**src/rtl/dgldpc_pkg.sv**
```systemverilog
// Shared types and constants for the DG-LDPC VNU scheduling slice.
package dgldpc_pkg;

    localparam int ITER_W         = 4;
    localparam int VNU_LAT_STAGES = 3;

    typedef logic [2:0] state_t;

    localparam state_t ST_IDLE  = 3'd0;
    localparam state_t ST_ISSUE = 3'd1;
    localparam state_t ST_DRAIN = 3'd2;
    localparam state_t ST_CHECK = 3'd3;
    localparam state_t ST_DONE  = 3'd4;

    // Zero or out-of-range requests fall back to the hard iteration ceiling.
    function automatic logic [ITER_W-1:0] clamp_iter(input logic [ITER_W-1:0] req,
                                                     input int max_iter);
        if (req == '0 || int'(req) > max_iter) begin
            return ITER_W'(max_iter);
        end
        return req;
    endfunction

endpackage

```
**src/rtl/dgldpc_vnu_wb_pipe.sv**
```systemverilog
// Write-back tracker: carries {valid, addr} of every issued read through the
// fixed RAM+VNU latency so the result lands on the matching VN address.
module dgldpc_vnu_wb_pipe #(
    parameter int DEPTH  = 4,
    parameter int ADDR_W = 6
) (
    input  logic              clk,
    input  logic              rst_n,
    input  logic              i_valid,
    input  logic [ADDR_W-1:0] i_addr,
    output logic              o_valid,
    output logic [ADDR_W-1:0] o_addr,
    output logic              o_empty
);

    logic [DEPTH-1:0]  valid_sr;
    logic [ADDR_W-1:0] addr_sr [DEPTH];

    // Addresses are cleared along with the valids so the write address reads 0 after reset.
    always_ff @(posedge clk) begin
        if (!rst_n) begin
            valid_sr <= '0;
            for (int i = 0; i < DEPTH; i++) begin
                addr_sr[i] <= '0;
            end
        end else begin
            valid_sr   <= {valid_sr[DEPTH-2:0], i_valid};
            addr_sr[0] <= i_addr;
            for (int i = 1; i < DEPTH; i++) begin
                addr_sr[i] <= addr_sr[i-1];
            end
        end
    end

    assign o_valid = valid_sr[DEPTH-1];
    assign o_addr  = addr_sr[DEPTH-1];
    assign o_empty = (valid_sr == '0);

endmodule

```
**src/rtl/dgldpc_vnu_scheduler.sv**
```systemverilog
// Shuffled-schedule VNU sequencer: streams VN reads, tracks write-back latency,
// drains between iterations and terminates on syndrome success or iteration limit.
module dgldpc_vnu_scheduler
    import dgldpc_pkg::*;
#(
    parameter int N_VN     = 64,
    parameter int MAX_ITER = 8,
    parameter int RD_LAT   = 1,
    parameter int VNU_LAT  = VNU_LAT_STAGES,
    localparam int ADDR_W  = $clog2(N_VN)
) (
    input  logic              clk,
    input  logic              rst_n,
    input  logic              i_start,
    input  logic [ITER_W-1:0] i_max_iter,
    input  logic              i_stall,
    input  logic              i_synd_ok,
    output logic              o_busy,
    output logic              o_rd_en,
    output logic [ADDR_W-1:0] o_rd_addr,
    output logic              o_wr_en,
    output logic [ADDR_W-1:0] o_wr_addr,
    output logic [ITER_W-1:0] o_iter,
    output logic              o_last_iter,
    output logic              o_done,
    output logic              o_success
);

    localparam int                DEPTH     = RD_LAT + VNU_LAT;
    localparam logic [ADDR_W-1:0] LAST_ADDR = ADDR_W'(N_VN - 1);

    state_t            state;
    logic [ITER_W-1:0] iter_lim;
    logic              pipe_empty;
    logic              final_wr;

    assign o_rd_en     = (state == ST_ISSUE) && !i_stall;
    assign o_busy      = (state == ST_ISSUE) || (state == ST_DRAIN) || (state == ST_CHECK);
    assign o_done      = (state == ST_DONE);
    assign o_last_iter = o_busy && (o_iter == (iter_lim - ITER_W'(1)));
    assign final_wr    = o_wr_en && (o_wr_addr == LAST_ADDR);

    dgldpc_vnu_wb_pipe #(
        .DEPTH  (DEPTH),
        .ADDR_W (ADDR_W)
    ) u_wb_pipe (
        .clk     (clk),
        .rst_n   (rst_n),
        .i_valid (o_rd_en),
        .i_addr  (o_rd_addr),
        .o_valid (o_wr_en),
        .o_addr  (o_wr_addr),
        .o_empty (pipe_empty)
    );

    // CHECK always follows the final write-back, so the checker sees the whole iteration's RAM state.
    always_ff @(posedge clk) begin
        if (!rst_n) begin
            state     <= ST_IDLE;
            o_rd_addr <= '0;
            o_iter    <= '0;
            iter_lim  <= '0;
            o_success <= 1'b0;
        end else begin
            case (state)
                ST_IDLE: begin
                    if (i_start) begin
                        state     <= ST_ISSUE;
                        o_rd_addr <= '0;
                        o_iter    <= '0;
                        iter_lim  <= clamp_iter(i_max_iter, MAX_ITER);
                        o_success <= 1'b0;
                    end
                end
                ST_ISSUE: begin
                    if (o_rd_en) begin
                        if (o_rd_addr == LAST_ADDR) begin
                            state <= ST_DRAIN;
                        end else begin
                            o_rd_addr <= o_rd_addr + ADDR_W'(1);
                        end
                    end
                end
                ST_DRAIN: begin
                    if (final_wr) begin
                        state <= ST_CHECK;
                    end
                end
                ST_CHECK: begin
                    if (pipe_empty) begin
                        if (i_synd_ok || o_last_iter) begin
                            state     <= ST_DONE;
                            o_success <= i_synd_ok;
                        end else begin
                            state     <= ST_ISSUE;
                            o_iter    <= o_iter + ITER_W'(1);
                            o_rd_addr <= '0;
                        end
                    end
                end
                ST_DONE: begin
                    state <= ST_IDLE;
                end
                default: begin
                    state <= ST_IDLE;
                end
            endcase
        end
    end

endmodule
```
**config.mk**
```make
export PLATFORM = sky130hd
export DESIGN_NAME = dgldpc_vnu_scheduler
export DESIGN_NICKNAME = d
export VERILOG_FILES = /design/src/rtl/dgldpc_pkg.sv /design/src/rtl/dgldpc_vnu_wb_pipe.sv /design/src/rtl/dgldpc_vnu_scheduler.sv
export SDC_FILE = /design/constraint.sdc
export NUM_CORES = 1
export LEC_CHECK = 0
export ABC_AREA = 1
export CORE_UTILIZATION = 47
export CTS_CLUSTER_DIAMETER = 80
export DETAILED_ROUTE_END_ITERATION = 10
export GPL_TIMING_DRIVEN = 0
export HOLD_SLACK_MARGIN = 0.03
export PLACE_DENSITY = 0.72
export RECOVER_POWER = 100
export SLEW_MARGIN = 20
export SYNTH_ARGS = -nofsm -noshare
export SYNTH_HDL_FRONTEND = slang
export SYNTH_HIERARCHICAL = 1
export SYNTH_SLANG_ARGS = --single-unit
export TNS_END_PERCENT = 20
```
**constraint.sdc**
```tcl
create_clock -name clk -period 1.75 [get_ports clk]
set_clock_uncertainty 0.2 [all_clocks]
set_input_delay 0.4375 -clock clk [delete_from_list [all_inputs] [get_ports clk]]
set_output_delay 0.4375 -clock clk [all_outputs]
set_load 0.05 [all_outputs]
```
After elaboration in Yosys (flattened, before gate mapping)
Memories as Yosys holds them, arrays and structs flattened.
Index checks and enable logic that the tools add are counted.
{"block": "totals", "ff_bits": 22, "ram_bits": 24, "inputBits": 9, "out_inout_bits": 22, "word_cells": 81, "memories": 1}
{"name": "u_wb_pipe.addr_sr", "words": 4, "width": 6, "rd": 4, "rd_clocked_by_memory_dff": 0, "write_ports": 4, "line": "dgldpc_vnu_wb_pipe.sv:17", "source": "logic [ADDR_W-1:0] addr_sr [DEPTH];"}
{"block": "op_classes", "n_addsub": 3, "order_cmp": 1, "n_eq_ne": 15, "mux": 33, "n_bitwise": 4, "n_reduce_logical": 18}
{"cell": "2-to-1 mux 6 bit", "n": 9}
{"cell": "2-to-1 mux 4 bit", "n": 5}
{"cell": "2-to-1 mux 3 bit", "n": 6}
{"cell": "case mux 6 bit (3 select lines)", "n": 1}
{"cell": "equality test 6 bit, second input constant", "n": 2}
{"cell": "case mux 3 bit (4 select lines)", "n": 1}
{"cell": "inequality test 2 bit, second input constant", "n": 5}
{"cell": "2-to-1 mux 1 bit", "n": 9}
{"cell": "zero test 4 bit", "n": 2}
{"cell": "case mux 4 bit (2 select lines)", "n": 1}
{"cell": "AND reduction 4 bit", "n": 2}
{"cell": "adder 6 x 1 -> 6 bit, second input constant", "n": 1}
{"cell": "equality test 3 x 2 -> 1 bit, second input constant", "n": 2}
{"cell": "inequality test 2 x 1 -> 1 bit, second input constant", "n": 3}
{"cell": "AND reduction 6 bit", "n": 1}
{"cell": "AND reduction 5 bit", "n": 1}
{"cell": "adder 4 x 1 -> 4 bit, second input constant", "n": 1}
{"cell": "equality test 4 bit", "n": 1}
{"cell": "> comparator 4 bit, second input constant", "n": 1}
{"cell": "logical OR 1 bit", "n": 4}
{"cell": "OR 1 bit", "n": 4}
{"cell": "subtractor 4 x 1 -> 4 bit, second input constant", "n": 1}
{"cell": "equality test 3 x 1 -> 1 bit, second input constant", "n": 1}
{"cell": "equality test 3 bit, second input constant", "n": 1}
{"cell": "7 further kinds", "n": 9}

Logic depth before layout (Yosys ltp)
Gate-level depths: netlist of run 1.
{"block": "depth", "word_depth": 8, "mapped_depth": 14, "depth_no_buf": 14}

Modules after synthesis
The synthesis of run 1 kept the hierarchy.
{"mod": "dgldpc_vnu_scheduler", "n_inst": 1, "cells_per_inst": 187, "area_each_um2": 1169.9, "seq_area_each_um2": 360.3}
{"mod": "dgldpc_vnu_wb_pipe", "n_inst": 1, "cells_per_inst": 94, "area_each_um2": 830.8, "seq_area_each_um2": 560.5}

Worst setup path before layout of run 1
Ideal clock, no wire load.
{"block": "synth_timing", "path_type": "register -> output", "start": "register o_iter[0]", "end": "output port o_last_iter", "t_arrival_ns": 1.432, "required_ns": 1.112, "slack_ns": -0.319, "path_stages_with_launch": 7, "path_cell_list": "dfxtp_1 -> nor2_1 -> nor2_1 -> nand2_1 -> nor2_1 -> nand3_2 -> inv_1"}
{"block": "synth_via", "elab_chain_len": 2}
{"item": "from (decl)", "line": "dgldpc_vnu_scheduler.sv:23", "source": "output logic [ITER_W-1:0] o_iter,"}
{"item": "from (signal assigned)", "line": "dgldpc_vnu_scheduler.sv:96", "source": "o_iter <= o_iter + ITER_W'(1);"}
{"item": "equality test 4 bit", "line": "dgldpc_vnu_scheduler.sv:40", "source": "assign o_last_iter = o_busy && (o_iter == (iter_lim - ITER_W'(1)));"}
{"item": "logical AND 1 bit", "line": "dgldpc_vnu_scheduler.sv:40"}
{"item": "to (decl)", "line": "dgldpc_vnu_scheduler.sv:24", "source": "output logic o_last_iter,"}
Every way passes these cells.

Final worst setup path of run 1
{"block": "layout_timing", "start": "register iter_lim[0]", "end": "output port o_last_iter"}
{"block": "layout_via", "elab_chain_len": 3}
{"item": "from (decl)", "line": "dgldpc_vnu_scheduler.sv:33", "source": "logic [ITER_W-1:0] iter_lim;"}
{"item": "from (signal assigned)", "line": "dgldpc_vnu_scheduler.sv:71", "source": "iter_lim <= clamp_iter(i_max_iter, MAX_ITER);"}
{"item": "subtractor 4 x 1 -> 4 bit", "line": "dgldpc_vnu_scheduler.sv:40"}
{"item": "equality test 4 bit", "line": "dgldpc_vnu_scheduler.sv:40"}
{"item": "logical AND 1 bit", "line": "dgldpc_vnu_scheduler.sv:40"}
Every way passes these cells.

==> reports/results.tsv, run 1 <==
metric	value	unit
MaxCap Viol Count	0	
PD cells	1246	nW/µm²
Final Hold Vio Count	0	
Global Route met2 Usage	32.00	%
H-tree Lvls	2	
DP HPWL	2683	µm
Post-Syn Nets	293	
status	complete, but fails checks	
WL final	3909	µm
Leak	1.316	nW
failing checks	negative setup slack	
Die Width	67.25	µm
worst skew pair latency	0.31	ns
Final min period	2.195	ns
layout cells sized above 1	25.15	%
Synth warnings	6	
row count	23	
TNS Setup	-3.347	ns
post-synthesis sequential area ratio	46.03	%
Post-Syn Area	2001	µm²
Max VDD drop	0.001008	V
number of distinct library cells after synthesis	27	
CP Data Arrival Time	1.56	ns
Slew Viols, Final	0	
Setup crit start kind	flip-flop	
Slew headroom	74.08	%
area taken by multi-input logic gates	880.8	µm²
Antenna Nets Post-Route	0	
pre-CTS setup slack	-0.8288	ns
post-synthesis register bit count	46	
gr ovfl total	0	
largest net degree at the start of global routing	15	
routed vias	1719	
Detailed Routing Iterations Pass 1	4	
final net count	337	
most frequent cells after synthesis	nand2_1, inv_1, dfxtp_1	
Die H	67.25	µm
Final period util	125.4	%
Layout fillers	363	
CTS root buf	clkbuf_8	
Final Wtd Congestion	0.8089	
CTS clk-pin slew, worst paths	0.09	ns
Syn Inst Count	281	
setup violators final	15	
CP required	1.11	ns
routed vias/inst	4.572	
slew at the pin closest to its max-slew limit	0.3888	ns
Mapped Avg Cell Area	7.120	µm²
count leader, synth	nand2_1	
CP Capture Type	output pin	
diode count	0	
Sequential Area	944.7	µm²
fmax	455.6	MHz
Setup WS post-layout	-0.4447	ns
clk buf depth	2	
die area	4522	µm²
# hold bufs at CTS	0	
Initial DRC Count	109	
Synth Flop Type	dfxtp_1	
Critical Path Fanout Max	2	
CTS tree	built	
CTS buffer count	5	
Clock Sinks	46	
Starting Density	49.31	%
Area contributors post-synth	dfxtp_1, nand2_1, inv_1, nor2_1, nand3_1	
Min-Delay Path Class	flip-flop to flip-flop	
P&R area growth vs syn	31.83	%
vias in the first global route	1474	
Async S/R FF share, synth	0	%
met1 GRT Util	24.27	%
first-pass GRT wire length	6499	µm
core area	4058	µm²
Remaining DRCs	0	
initial antenna violation count	0	
RSZ-0062 raised after global routing	true	
met3 GRT Util	5.574	%
number of I/O port buffers	29	
all-layer global routing usage	19.67	%
end-of-flow core utilization	65.00	%
top-area cell type share of the netlist area	46.03	%
I/O pins	31	
Post-synth EDFFs	0	
DR WL/cell	10.40	µm
Top Usage Layer GRT	met2	
Synth area leader	dfxtp_1	
Critical Setup Path Class	flip-flop to output pin	
## report_power, final
part	internal [mW]	leakage, nW	switching [mW]
logic	0.444	0.888	0.823
registers	1.18	0.379	0.104
clock network	0.369	0.0496	0.366
total	1.99	1.32	1.29
## cells in the final DEF, fill, tap and decap left out, drive strengths merged
| master | synthesis | layout |
|---|---|---|
| nand2 | 78 | 78 |
| a21oi | 14 | 14 |
| dlygate4sd2 | 0 | 1 |
| clkinvlp | 0 | 2 |
| clkinv | 1 | 1 |
| nand3 | 18 | 18 |
| or2 | 1 | 1 |
| dfxtp | 46 | 46 |
| xor2 | 4 | 4 |
| nand3b | 1 | 1 |
| nor2 | 27 | 27 |
| clkdlybuf4s50 | 0 | 6 |
| inv | 63 | 62 |
| nor3 | 6 | 6 |
| ha | 3 | 3 |
| a211oi | 1 | 1 |
| clkbuf | 2 | 13 |
| nand4 | 4 | 4 |
| o21ai | 8 | 8 |
| clkdlybuf4s15 | 0 | 12 |
| xnor2 | 1 | 1 |
| buf | 3 | 17 |
## cells by family after synthesis
logic type               Yosys count  share of synthesized area (%)
AND/OR/NAND/NOR                  135                          29.27
buffers and inverters             69                          14.57
flip-flops                        46                          46.03
AO/OA/AOI/OAI                     23                          6.066
XOR/XNOR                           5                          2.189
adder cells (fa/ha/maj)            3                          1.876
## stage by stage
step                instance area [µm²]  total power [mW]  instances  hold WS [ns]
finish                             2638             3.287        376        0.2068
global route                       2638             3.487        376        0.2389
CTS                                2639             3.294        372        0.1624
detailed placement                 2402             2.414        360        0.1947
global placement                   2402             2.402        360        0.1926
floorplan                          2049             2.133        281        0.1905
## registers in the layout, summed over array words and instances (netlist names)
| register | flops |
|---|---|
| u_wb_pipe/addr_sr | 24 |
| o_success | 1 |
| state | 3 |
| iter_lim | 4 |
| o_rd_addr | 6 |
| u_wb_pipe/valid_sr | 4 |
| o_iter | 4 |
## critical path, stage by stage, from the launching register on
cell	delay, ns
dfxtp_2	0.34
inv_2	0.05
ha_4	0.26
nand2_1	0.04
nand2_1	0.06
nand2_1	0.06
nor2_2	0.09
nand3_2	0.12
clkinvlp_4	0.09
buf_8	0.13
## timing repair
action | CTS | global route
gates resized for setup | 106 | 20
endpoints found under the hold margin | 0 | 0
setup endpoints to repair | 35 | 23
pin swaps | 4 | 5
setup buffers | 4 | 4
## final cells by class
cell class	count	area share, %
inverter	64	9.630
timing repair buffer	37	13.28
tap	50	2.372
clock inverter	1	0.2846
clock buffer	7	3.700
sequential	46	35.82
multi-input combinational	166	33.40
buffer	5	1.518
## final timing paths
path | slack [ns] | startpoint | endpoint | depth (start not counted)
worst max-delay path | -0.44 | iter_lim[0] | o_last_iter | 9
worst min-delay path | 0.21 | u_wb_pipe/addr_sr[0][4] | u_wb_pipe/addr_sr[1][4] | 2
worst max register to register | -0.35 | iter_lim[0] | o_iter[3] | 14
worst min register to register | 0.21 | u_wb_pipe/addr_sr[0][4] | u_wb_pipe/addr_sr[1][4] | 2
## metal layers
metal / vias to the layer above / share of wire, %
li1: 932 / -
met1: 760 / 49
met2: 21 / 46
met3: 6 / 3.5
met4: 0 / 1.7
met5: - / 0
No activity file was read; power rests on OpenSTA's default activity.
==> inputs of run 2 (changes only) <==
--- a/config.mk
+++ b/config.mk
@@ -6,12 +6,12 @@
 export NUM_CORES = 1
 export LEC_CHECK = 0
 export ABC_AREA = 1
-export CORE_UTILIZATION = 47
+export CORE_UTILIZATION = 53
 export CTS_CLUSTER_DIAMETER = 80
 export DETAILED_ROUTE_END_ITERATION = 10
 export GPL_TIMING_DRIVEN = 0
 export HOLD_SLACK_MARGIN = 0.03
-export PLACE_DENSITY = 0.72
+export PLACE_DENSITY = 0.77
 export RECOVER_POWER = 100
 export SLEW_MARGIN = 20
 export SYNTH_ARGS = -nofsm -noshare
==> constraint.sdc (replaced) <==
create_clock -name clk -period 2.05 [get_ports clk]
set_clock_uncertainty 0.2 [all_clocks]
set_input_delay 0.5125 -clock clk [delete_from_list [all_inputs] [get_ports clk]]
set_output_delay 0.5125 -clock clk [all_outputs]
set_load 0.05 [all_outputs]
==> run 2 against run 1 <==
Effect of this change:
- the flow still finishes with violations (negative setup slack)
- utilization up 5.3 points
- die area down 11%
- count of clock-buffer cells in the layout down 2
- final cell count down 2.7%
- global-route usage up 1.2 points
- via count down 3.5%
- first-iteration DRC count down 48%
- combinational power down 25%
- non-clock buffer count down 6
- sequential share of layout area up 2.2 points
- power down 22%
- critical endpoint unchanged
==> reports/results.tsv, run 2 (synthesized netlist as in run 1, its figures left out) <==
metric	value	unit
fmax	439.0	MHz
max incr delay on CP	0.35	ns
DR WL/cell	9.604	µm
CP Capture Type	output pin	
Hold Path End	u_wb_pipe/addr_sr[1][3]	
Final period util	111.1	%
commonest non-fill, non-tap cell in the layout	nand2_1	
CTS buffer count	5	
WL final	3515	µm
first-pass GRT wire length	6458	µm
share of total power in combinational logic	37.1	%
slew at the pin closest to its max-slew limit	0.4890	ns
Sequential Area	927.1	µm²
pre-CTS setup slack	-0.7265	ns
Max VDD drop	0.0007375	V
sequential share of power	42.0	%
gr ovfl total	0	
RSZ-0062 raised after global routing	true	
Internal	1.534	mW
Min-Delay Path Class	flip-flop to flip-flop	
CTS root buf	clkbuf_8	
layout cells sized above 1	12.81	%
Switching Fraction	40.13	%
row count	21	
end-of-flow core utilization	70.35	%
CTS tree	built	
max FFs per register	24	
Critical Path Fanout Max	4	
CP required	1.34	ns
clk buf depth	2	
Final min period	2.278	ns
all-layer global routing usage	20.84	%
r2r endpoint	o_rd_addr[0]	
Post-DP Area	2355	µm²
Slew headroom	67.53	%
Remaining DRCs	0	
worst skew pair latency	0.30	ns
failing checks	negative setup slack	
I/O pins	31	
die area	4025	µm²
Die H	63.44	µm
r2r startpoint	state[0]	
commonest cells after routing, fill and taps aside	nand2_1, inv_1, dfxtp_1, nor2_1	
PD cells	1050	nW/µm²
routed vias	1659	
Slew Viols, Final	0	
Clk pwr share	21.0	%
Final Hold Vio Count	0	
worst hold stages	2	
Crit-path slowest cell	dfxtp_2	
core area	3468	µm²
Setup crit start kind	flip-flop	
diode count	0	
setup violators final	1	
Psw	1.028	mW
Worst R2R Path Depth	7	
area taken by multi-input logic gates	818.3	µm²
Final Wtd Congestion	0.8461	
largest net degree at the start of global routing	16	
Largest delay share family, worst path	simple AND/OR/NAND/NOR gates	
vias in the first global route	1489	
Leak	1.312	nW
number of I/O port buffers	29	
Antenna Nets Post-Route	0	
DP HPWL	2567	µm
CP Data Arrival Time	1.57	ns
initial antenna violation count	0	
Layout fillers	331	
TNS Setup	-0.2278	ns
r2r setup slk	0.14	ns
Top reg by flops	u_wb_pipe/addr_sr	
# hold bufs at CTS	0	
CTS clk-pin slew, worst paths	0.09	ns
Top Registers	u_wb_pipe/addr_sr x24, o_rd_addr x6	
P&R area growth vs syn	21.95	%
status	complete, but fails checks	
routed vias/inst	4.533	
Setup WS post-layout	-0.2278	ns
Starting Density	57.68	%
Critical Setup Path Class	flip-flop to output pin	
Worst Path Buf+Inv	4	
CP most frequent cell	nand2_1	
min-delay src	u_wb_pipe/addr_sr[0][3]	
Clock Sinks	46	
Initial DRC Count	57	
Die Width	63.44	µm
final net count	331	
Detailed Routing Iterations Pass 1	4	
H-tree Lvls	2	
design area	2440	µm²
MaxCap Viol Count	0	
WHS	0.2147	ns
CP cell instances	inv_4 > ha_4 > inv_1 > nand2_1 > nand2_1 > nand2_1 > nor2_2 > nand3_2 > clkinvlp_4 > buf_8	
run 2: metal layers:
| layer | global-route usage, % | vias up | wire length (µm) | share of wire [%] |
|---|---|---|---|---|
| met5 | 0 | - | 0 | 0 |
| met4 | 10.23 | 0 | 72 | 2.0 |
| met3 | 5.978 | 7 | 183 | 5.2 |
| met2 | 31.38 | 33 | 1521 | 43 |
| met1 | 27.10 | 705 | 1738 | 49 |
| li1 | - | 914 | - | - |
run 2: cell type report:
| cell class | instances | share of cell area [%] |
|---|---|---|
| plain buffers | 5 | 0.9231 |
| clock buffers | 5 | 2.821 |
| clock inverters | 3 | 0.8718 |
| inverters | 64 | 10.10 |
| multi-input cells | 166 | 33.54 |
| flip-flops and latches | 46 | 38.00 |
| well taps | 46 | 2.359 |
| repair buffers | 31 | 11.38 |
run 2: worst max path at each step:
stage | start | end | slack [ns] | depth (start not counted)
2_1_floorplan | iter_lim[0] | o_last_iter | 0.008 | 9
3_3_place_gp | iter_lim[0] | o_last_iter | -0.71 | 10
4_1_cts | iter_lim[1] | o_last_iter | -0.27 | 10
5_1_grt | iter_lim[0] | o_last_iter | -0.32 | 10
6_report | iter_lim[1] | o_last_iter | -0.23 | 10
3_5_place_dp | iter_lim[0] | o_last_iter | -0.73 | 10
run 2: through the flow:
stage | total power [mW] | std cells
2_1_floorplan | 1.790 | 281
3_3_place_gp | 2.021 | 356
3_5_place_dp | 2.033 | 356
4_1_cts | 2.560 | 365
5_1_grt | 2.754 | 366
6_report | 2.563 | 366
run 2: what timing repair did:
item | 4_1_cts | 5_1_grt
resized for setup | 50 | 15
pin swaps | 3 | 4
buffers inserted | 1 | 1
setup endpoints to repair | 31 | 16
run 2: worst reg2reg max path, stage by stage (launching register included):
cell and delay (ns):
dfxtp_2 0.39, inv_2 0.07, nor3_2 0.36, inv_1 0.14
a21oi_1 0.29, nand2_1 0.18, nand2_1 0.12, a21oi_1 0.05
run 2: power by group through the flow:
stage / sequential [mW] / combinational [mW] / clock, mW
after CTS: 1.07 / 0.935 / 0.557
after global routing: 1.09 / 1.06 / 0.601
after floorplan: 1.18 / 0.607 / 0
after global placement: 1.09 / 0.933 / 0
final: 1.08 / 0.950 / 0.538
after detailed placement: 1.09 / 0.945 / 0
==> inputs of run 3 (changes only) <==
--- a/config.mk
+++ b/config.mk
@@ -6,12 +6,14 @@
 export NUM_CORES = 1
 export LEC_CHECK = 0
 export ABC_AREA = 1
-export CORE_UTILIZATION = 53
+export CELL_PAD_IN_SITES_DETAIL_PLACEMENT = 1
+export CELL_PAD_IN_SITES_GLOBAL_PLACEMENT = 2
+export CORE_UTILIZATION = 29
 export CTS_CLUSTER_DIAMETER = 80
 export DETAILED_ROUTE_END_ITERATION = 10
 export GPL_TIMING_DRIVEN = 0
 export HOLD_SLACK_MARGIN = 0.03
-export PLACE_DENSITY = 0.77
+export PLACE_DENSITY_LB_ADDON = 0.1
 export RECOVER_POWER = 100
 export SLEW_MARGIN = 20
 export SYNTH_ARGS = -nofsm -noshare
==> constraint.sdc (replaced) <==
create_clock -name clk -period 2.05 [get_ports clk]
set_clock_uncertainty 0.2 [all_clocks]
set_input_delay 0.5125 -clock clk [delete_from_list [all_inputs] [get_ports clk]]
set_output_delay 0.5125 -clock clk [all_outputs]
set_load 0.005 [all_outputs]
==> run 3 against run 2 <==
Effect of this change:
- the flow still finishes with violations (negative setup slack)
- sequential power about the same
- setup slack improved by 0.068 ns
- count of clock-buffer cells in the layout unchanged
- critical endpoint unchanged
- largest power group unchanged
- highest routed layer unchanged
==> reports/results.tsv, run 3 (synthesized netlist as in run 1, its figures left out) <==
metric	value	unit
core area	6495	µm²
Final Hold Vio Count	0	
final net count	336	
Leak	1.320	nW
CP Capture Type	output pin	
CP required	1.34	ns
Top Registers	u_wb_pipe/addr_sr x24, o_rd_addr x6	
design area	2620	µm²
Final period util	107.8	%
CTS tree	built	
first-pass GRT wire length	8093	µm
Initial DRC Count	23	
Starting Density	30.80	%
Crit-path slowest cell	dfxtp_2	
I/O pins	31	
Min-Delay Path Class	flip-flop to flip-flop	
Final Wtd Congestion	0.7084	
worst skew pair latency	0.30	ns
Slew Viols, Final	0	
Critical Setup Path Class	flip-flop to output pin	
Setup crit start kind	flip-flop	
Detailed Routing Iterations Pass 1	4	
Slew headroom	68.32	%
number of I/O port buffers	29	
DR WL/cell	11.65	µm
Antenna Nets Post-Route	0	
Setup WS post-layout	-0.1598	ns
Remaining DRCs	0	
WL final	4682	µm
vias in the first global route	1692	
initial antenna violation count	0	
row count	29	
all-layer global routing usage	14.34	%
CP cell instances	inv_2 > buf_4 > buf_4 > nand3_1 > nor2_1 > nor2_1 > nand3_2 > inv_1 > buf_2	
Critical Path Fanout Max	2	
CTS buffer count	5	
max incr delay on CP	0.35	ns
failing checks	negative setup slack	
commonest cells after routing, fill and taps aside	nand2_1, inv_1, dfxtp_1, nor2_1, clkdlybuf4s50_1	
DP HPWL	3484	µm
clk buf depth	2	
max FFs per register	24	
Die Width	85.06	µm
routed vias	1734	
commonest non-fill, non-tap cell in the layout	nand2_1	
status	complete, but fails checks	
Die H	85.06	µm
setup violators final	1	
Post-DP Area	2387	µm²
P&R area growth vs syn	30.96	%
gr ovfl total	0	
CTS clk-pin slew, worst paths	0.09	ns
PD cells	974.3	nW/µm²
total placed cells including tap cells	387	
RSZ-0062 raised after global routing	true	
Final min period	2.210	ns
MaxCap Viol Count	0	
CTS root buf	clkbuf_8	
diode count	0	
Post-Layout Cell Count	402	
# hold bufs at CTS	0	
layout cells sized above 1	17.85	%
Worst Path Buf+Inv	5	
fmax	452.5	MHz
Max VDD drop	0.0005436	V
Largest delay share family, worst path	buffers and inverters	
routed vias/inst	4.313	
slew at the pin closest to its max-slew limit	0.4727	ns
Clock Sinks	46	
largest net degree at the start of global routing	17	
Top reg by flops	u_wb_pipe/addr_sr	
H-tree Lvls	2	
CP Data Arrival Time	1.50	ns
die area	7235	µm²
==> run 3: cell count changes in the layout (fill, tap and decap cells not counted), moves of 2 or more <==
| cell | delta |
|---|---|
| nand2_4 | +2 |
| nand2_2 | +5 |
| dlygate4sd2_1 | -13 |
| clkbuf_2 | -2 |
| nand3_1 | -4 |
| dfxtp_1 | -5 |
| buf_4 | +2 |
| nand2_1 | -7 |
| dlygate4sd3_1 | +8 |
| dfxtp_2 | +5 |
| clkdlybuf4s50_1 | +9 |
| nand3_2 | +4 |
==> run 3: worst paths after layout <==
kind         depth (start not counted)                     from  slack, ns                       to
max                                  9              iter_lim[0]      -0.16              o_last_iter
min reg2reg                          2  u_wb_pipe/addr_sr[2][2]       0.22  u_wb_pipe/addr_sr[3][2]
min                                  2  u_wb_pipe/addr_sr[2][2]       0.22  u_wb_pipe/addr_sr[3][2]
max reg2reg                         13              iter_lim[0]       0.09                o_iter[3]
==> run 3: power by group <==
| group | leakage, nW | switching, mW | internal, mW | total (mW) |
|---|---|---|---|---|
| Combinational | 0.902 | 0.537 | 0.360 | 0.897 |
| Sequential | 0.377 | 0.0854 | 0.993 | 1.08 |
| Clock | 0.0408 | 0.332 | 0.244 | 0.576 |
==> run 3: worst register-to-register path, delay by kind of cell, from the launching register on <==
kind	cells	cell delay, ns
buffers and inverters	5	0.63
and+or+nand+nor	7	0.60
DFF	1	0.35
AOI/OAI and AO/OA	1	0.06
==> run 3: layout make-up <==
cell class / instances / area (µm²)
sequential: 46 / 933.4
clock buffer: 5 / 68.82
multi-input combinational: 166 / 879.6
timing repair buffer: 36 / 335.3
buffer: 5 / 40.04
fill: 802 / 3875
inverter: 64 / 242.7
tap: 77 / 96.34
clock inverter: 3 / 23.77
==> run 3: what timing repair did <==
action / 4_1_cts / 5_1_grt
setup buffers: 7 / 0
pin swaps: 6 / 7
setup endpoints to repair: 18 / 17
endpoints found under the hold margin: 0 / 0
resized for setup: 38 / 12
gates cloned: 0 / 1
==> run 3: stage by stage <==
| step | setup slack (ns) | total power, mW | TNS [ns] | hold slack (ns) | util (%) |
|---|---|---|---|---|---|
| 5_1_grt | -0.2232 | 2.763 | -0.8855 | 0.2435 | 40.34 |
| 3_5_place_dp | -0.5003 | 1.906 | -2.015 | 0.1995 | 36.76 |
| 2_1_floorplan | 0.1563 | 1.616 | 0 | 0.1905 | - |
| 3_3_place_gp | -0.4819 | 1.899 | -1.750 | 0.1932 | 36.76 |
| 4_1_cts | -0.1943 | 2.598 | -0.5606 | 0.2207 | 40.32 |
| 6_report | -0.1598 | 2.553 | -0.1598 | 0.2171 | 40.34 |
==> run 3: per-layer routing <==
layer / track usage (%) / vias up / wire (µm)
li1: - / 930 / -
met1: 19.96 / 784 / 2372
met2: 22.43 / 18 / 2149
met3: 3.210 / 2 / 130
met4: 3.698 / 0 / 29
met5: 0 / - / 0
